<file path="config.mk">
export PLATFORM = sky130hd
export DESIGN_NAME = pipe_hazard_ctrl
export DESIGN_NICKNAME = d
export VERILOG_FILES = /design/src/rtl/pipe_hazard_ctrl.sv
export SDC_FILE = /design/constraint.sdc
export NUM_CORES = 1
export LEC_CHECK = 0
export ABC_AREA = 1
export CORE_ASPECT_RATIO = 1.75
export CORE_MARGIN = 2
export CORE_UTILIZATION = 40
export CTS_BUF_LIST = sky130_fd_sc_hd__clkbuf_4
export CTS_CLUSTER_SIZE = 8
export DETAILED_ROUTE_END_ITERATION = 6
export PLACE_DENSITY = 0.65
export SLEW_MARGIN = 5
export SYNTH_ARGS = -nofsm -noshare
export SYNTH_HDL_FRONTEND = slang
export SYNTH_SLANG_ARGS = --single-unit
</file>
<file path="constraint.sdc">
create_clock -name clk_i -period 2.5 [get_ports clk_i]
set_input_delay 0.375 -clock clk_i [delete_from_list [all_inputs] [get_ports clk_i]]
set_output_delay 0.375 -clock clk_i [all_outputs]
set_load 0.005 [all_outputs]
</file>
<file path="src/rtl/pipe_hazard_ctrl.sv">
// Stall/flush sequencer for a 5-stage pipeline: load-use stall, redirect flush, MEM-wait freeze.
// Latency: pipe enables/flushes are combinational (0 cycles); state, counters and err_o are registered (1 cycle).
// Backpressure: dmem_req_i & ~dmem_ready_i freezes every pipeline register until the access completes.
//
// Ports:
//   clk_i, rst_i                   clock, asynchronous active-low reset
//   id_rs1_i/id_rs2_i/id_use_rs*_i source operands of the instruction in ID
//   ex_memread_i, ex_rd_i          load-in-EX indication and its destination
//   ex_redirect_i                  taken branch/jal/jalr resolved in EX
//   dmem_req_i, dmem_ready_i       MEM-stage data memory handshake
//   *_write_o, *_flush_o           pipeline register enables and bubble strobes
//   state_o                        decision applied last cycle (0 RUN, 1 STALL, 2 FLUSH, 3 WAIT)
//   stall_cnt_o, flush_cnt_o       saturating statistics
//   err_o                          sticky MEM-wait watchdog error
module pipe_hazard_ctrl #(
   parameter int CNT_W      = 16,
   parameter int WAIT_LIMIT = 64
) (
   input  logic             clk_i,
   input  logic             rst_i,
   input  logic [4:0]       id_rs1_i,
   input  logic [4:0]       id_rs2_i,
   input  logic             id_use_rs1_i,
   input  logic             id_use_rs2_i,
   input  logic             ex_memread_i,
   input  logic [4:0]       ex_rd_i,
   input  logic             ex_redirect_i,
   input  logic             dmem_req_i,
   input  logic             dmem_ready_i,
   output logic             pc_write_o,
   output logic             ifid_write_o,
   output logic             ifid_flush_o,
   output logic             idex_flush_o,
   output logic             exmem_write_o,
   output logic             memwb_write_o,
   output logic [1:0]       state_o,
   output logic [CNT_W-1:0] stall_cnt_o,
   output logic [CNT_W-1:0] flush_cnt_o,
   output logic             err_o
);

   typedef enum logic [1:0] {
      ST_RUN   = 2'd0,
      ST_STALL = 2'd1,
      ST_FLUSH = 2'd2,
      ST_WAIT  = 2'd3
   } state_t;

   localparam logic [CNT_W-1:0] CNT_MAX    = {CNT_W{1'b1}};
   localparam logic [CNT_W-1:0] WAIT_LIM_C = CNT_W'(WAIT_LIMIT);

   logic hold, lu, rd;
   logic apply_rd, apply_lu;

   state_t           state_q, state_d;
   logic [CNT_W-1:0] stall_cnt_q, stall_cnt_d;
   logic [CNT_W-1:0] flush_cnt_q, flush_cnt_d;
   logic [CNT_W-1:0] wait_cnt_q, wait_cnt_d;
   logic             err_q, err_d;

   // Hazard terms, evaluated every cycle.
   always_comb begin
      hold = dmem_req_i & ~dmem_ready_i;
      lu   = ex_memread_i & (ex_rd_i != 5'd0) &
             ((id_use_rs1_i & (id_rs1_i == ex_rd_i)) |
              (id_use_rs2_i & (id_rs2_i == ex_rd_i)));
      rd   = ex_redirect_i;
      // A frozen pipe applies nothing; a redirect makes the ID instruction
      // wrong-path, so it wins over a simultaneous load-use.
      apply_rd = ~hold & rd;
      apply_lu = ~hold & ~rd & lu;
   end

   // Pipe controls depend only on the current hazard terms, so they keep
   // working while reset is asserted.
   always_comb begin
      pc_write_o    = ~hold & ~apply_lu;
      ifid_write_o  = ~hold & ~apply_lu;
      ifid_flush_o  = apply_rd;
      idex_flush_o  = apply_rd | apply_lu;
      exmem_write_o = ~hold;
      memwb_write_o = ~hold;
   end

   always_comb begin
      if (hold)    state_d = ST_WAIT;
      else if (rd) state_d = ST_FLUSH;
      else if (lu) state_d = ST_STALL;
      else         state_d = ST_RUN;

      stall_cnt_d = stall_cnt_q;
      if (apply_lu && (stall_cnt_q != CNT_MAX)) stall_cnt_d = stall_cnt_q + 1'b1;

      flush_cnt_d = flush_cnt_q;
      if (apply_rd && (flush_cnt_q != CNT_MAX)) flush_cnt_d = flush_cnt_q + 1'b1;

      // Wait counter saturates so a very long wait can never wrap back
      // below the limit; err_o latches the cycle the limit is reached.
      wait_cnt_d = '0;
      if (hold) wait_cnt_d = (wait_cnt_q == CNT_MAX) ? wait_cnt_q : wait_cnt_q + 1'b1;

      err_d = err_q | (hold & (wait_cnt_d == WAIT_LIM_C));
   end

   always_ff @(posedge clk_i or negedge rst_i) begin
      if (!rst_i) begin
         state_q     <= ST_RUN;
         stall_cnt_q <= '0;
         flush_cnt_q <= '0;
         wait_cnt_q  <= '0;
         err_q       <= 1'b0;
      end else begin
         state_q     <= state_d;
         stall_cnt_q <= stall_cnt_d;
         flush_cnt_q <= flush_cnt_d;
         wait_cnt_q  <= wait_cnt_d;
         err_q       <= err_d;
      end
   end

   assign state_o     = state_q;
   assign stall_cnt_o = stall_cnt_q;
   assign flush_cnt_o = flush_cnt_q;
   assign err_o       = err_q;

endmodule

</file>
==> flow_metrics.env <==
export IMPL_vias=2883
export IMPL_finalSetupTns_ns=0
export IMPL_dpl_cell_area_um2=3876
export IMPL_start_kind="input pin"
export IMPL_arrival_ns=1.87
export IMPL_cts_root_buf="clkbuf_4"
export IMPL_syn_inst=412
export IMPL_final_hold_viol_count=0
export IMPL_synth_area_um2=3124
export IMPL_pwr_share_clk_pct=20.2
export IMPL_endpoint_kind="primary output"
export IMPL_p_switching_mw=0.6002
export IMPL_port_buffers=63
export IMPL_cp_top_family="buffers and inverters"
export IMPL_worst_endpoint_required_ns=2.12
export IMPL_drc=0
export IMPL_cp_max_fo=3
export IMPL_dieArea_um2=8561
export IMPL_cts_num_sinks=51
export IMPL_cts_inserted_buffers=5
export IMPL_synth_cell_types=36
export IMPL_yosys_warnings=0
export IMPL_grt_pass1_wl_um=12900
export IMPL_chipWidth_um=70.81
export IMPL_synth_area_leaders="dfrtp_1, nand2_1, inv_1, nand3_1, xor2_1"
export IMPL_grt_max_degree=52
export IMPL_pwr_share_comb_pct=26.1
export IMPL_min_period_over_period_pct=89.96
export IMPL_grt_pass1_vias=2934
export IMPL_synth_top_area_share_pct=40.85
export IMPL_pwr_share_seq_pct=53.7
export IMPL_drt_pass1_iter_count=4
export IMPL_powerDensity_nw_per_um2=491.8
export IMPL_drt_wirelength_per_cell_um=12.98
export IMPL_antenna_found_initial=0
export IMPL_grtUsageTotal_pct=18.61
export IMPL_p_int_mw=1.334
export IMPL_place_ws_ns=-0.02837
export IMPL_syn_nets=438
export IMPL_dieHeight_um=120.9
export IMPL_cts_path_max_buffers=2
export IMPL_postRouteAntennaNets=0
export IMPL_htreeDepth=2
export IMPL_ir_drop_mv=0.6326
export IMPL_finalNetCount=510
export IMPL_setup_worst_path_class="input pin to primary output"
export IMPL_fin_skew_ns=0.01309
export IMPL_min_path_type="input pin to async pin"
export IMPL_p_leak_nw=1.946
export IMPL_grt_ovfl_total=0
export IMPL_switching_share_pct=31.02
export IMPL_maxSlewViolCount=0
export IMPL_cpMaxStageDelayCell="clkdlybuf4s50_1"
export IMPL_start_util_pct=41.29
export IMPL_fin_ws_ns=0.2509
export IMPL_routed_wl_um=7438
export IMPL_finish_utilization_pct=51.98
export IMPL_area_delta_synth_final_pct=25.91
export IMPL_synth_most_common_cell="nand2_1"
export IMPL_slew_headroom_pct=56.61
export IMPL_diodes=0
export IMPL_drv_cap=0
export IMPL_finalSetupViolations=0
export IMPL_cp_cell_sequence="clkdlybuf4s50_1 -> inv_1 -> or2_2 -> nand2_1 -> a21oi_1 -> nand3_1 -> nand2_1 -> nand3_1 -> nand2_1 -> inv_1 -> dlygate4sd2_1"
export IMPL_path_clk_slew_ns=0.15
export IMPL_tightest_slew_ns=0.6509
export IMPL_netlist_top_cells_count="nand2_1, inv_1, dfrtp_1"
export IMPL_io_pins=64
export IMPL_hold_ws_ns=0.07002
export IMPL_initialDrtViolationCount=124
export IMPL_status="finished clean"
export IMPL_cp_common_cell="nand2_1"
export IMPL_rows=42
export IMPL_synth_edf_count=0
export IMPL_post_cts_setup_buffer_count=0
export IMPL_synthArstFlopShare_pct=100.0
export IMPL_place_congestion=0.8752
export IMPL_stdcell_area_um2=3934
export IMPL_drive_above_1_share_pct=8.866
export IMPL_min_period_ns=2.249
export IMPL_rsz0062_at_grt="no"
export IMPL_yosysTopAreaCell="dfrtp_1"
export IMPL_synth_seq_area_share_pct=40.85
export IMPL_cts_tree="built"
export IMPL_coreArea_um2=7567
export IMPL_worst_path_buf_inv=4
export IMPL_synthFlopType="dfrtp_1"
export IMPL_via_per_inst=5.031
export IMPL_fmax_ghz=0.4446
export IMPL_ys_ff_latch=51
export IMPL_critPathMaxStageDelay_ns=0.48
export IMPL_clk_latency_ns=0.38
export IMPL_r2r_slack_ns=0.56
export IMPL_syn_area_per_cell_um2=7.583
export IMPL_place_detailed_hpwl_um=5809
-- area by class of cell --
type                    instances  area [um2]
repair buffers                 70       678.2
inverters                      63       239.0
flip-flops and latches         51        1276
clock inverters                 2       12.51
multi-input cells             293        1573
well taps                      88       110.1
fillers                       785        3633
clock buffers                   6       45.04
-- metal layers --
layer,part of all wire (%),track usage [%],up-vias
li1,-,-,1448
met1,39,19.57,1359
met5,0,0,-
met2,54,34.46,55
met3,3.5,3.738,21
met4,3.8,8.962,0
-- path summary, 6_finish.rpt --
path	endpoint	cells past startpoint	start
min in group clk_i	flush_cnt_o[15]	1	flush_cnt_o[15]
worst min register to register	flush_cnt_o[15]	1	flush_cnt_o[15]
worst min-delay path	flush_cnt_o[5]	2	rst_i
worst max register to register	stall_cnt_o[7]	8	stall_cnt_o[0]
max in group asynchronous	wait_cnt_q[15]	2	rst_i
worst max-delay path	ifid_write_o	11	ex_rd_i[0]
-- worst reg2reg max path: stages, from the launching register on --
cell and delay [ns]:
dfrtp_1 0.48, ha_1 0.28, nand3_1 0.18, inv_1 0.10, nand4_1 0.14, nand4_4 0.27, inv_4 0.27, nand2_1 0.08
o21ai_1 0.08
-- cells by family after synthesis --
kind of cell | count (synthesis) | share of synthesized area [%]
AOI/OAI and AO/OA | 28 | 5.287
and+or+nand+nor | 227 | 34.04
DFF | 51 | 40.85
adders and majority gates | 3 | 1.202
xor gates and xnor gates | 35 | 9.812
buffers and inverters | 68 | 8.810
-- registers in the layout, indices dropped and copies added, names as in the netlist --
register,cells
err_o,1
stall_cnt_o,16
state_o,2
flush_cnt_o,16
wait_cnt_q,16
-- placed cells by master (no fill, tap or decap), types with 3 or more instances in the layout --
cell type,count
nor3_1,10
buf_4,7
clkdlybuf4s50_1,59
o21ai_1,6
xor2_1,21
o21ai_2,5
o21ai_0,12
nor2_2,6
ha_1,3
clkbuf_4,6
dfrtp_1,51
nand2_1,101
nand2_2,4
nand4_1,10
nor2_1,42
nand3_1,39
xnor2_1,14
inv_1,60
-- per-stage QoR --
stage          cells  power, mW
3_3_place_gp     565      1.555
5_1_grt          573      2.056
2_1_floorplan    412      1.247
6_report         573      1.935
3_5_place_dp     565      1.562
4_1_cts          573      1.964
-- repair_timing --
action                     in CTS  in global routing
setup endpoints to repair       2                  1
resized for setup               2                  1
cloned                          0                  0
hold buffers                    0                  0
-- power by group through the flow --
stage	sequential (mW)	combinational [mW]	clock, mW
after floorplan	1.04	0.210	0
after global placement	1.05	0.503	0
after global routing	1.05	0.560	0.443
final	1.04	0.504	0.391
after CTS	1.04	0.513	0.412
after detailed placement	1.05	0.510	0
Note: power is estimated with default switching activity, not from simulation.
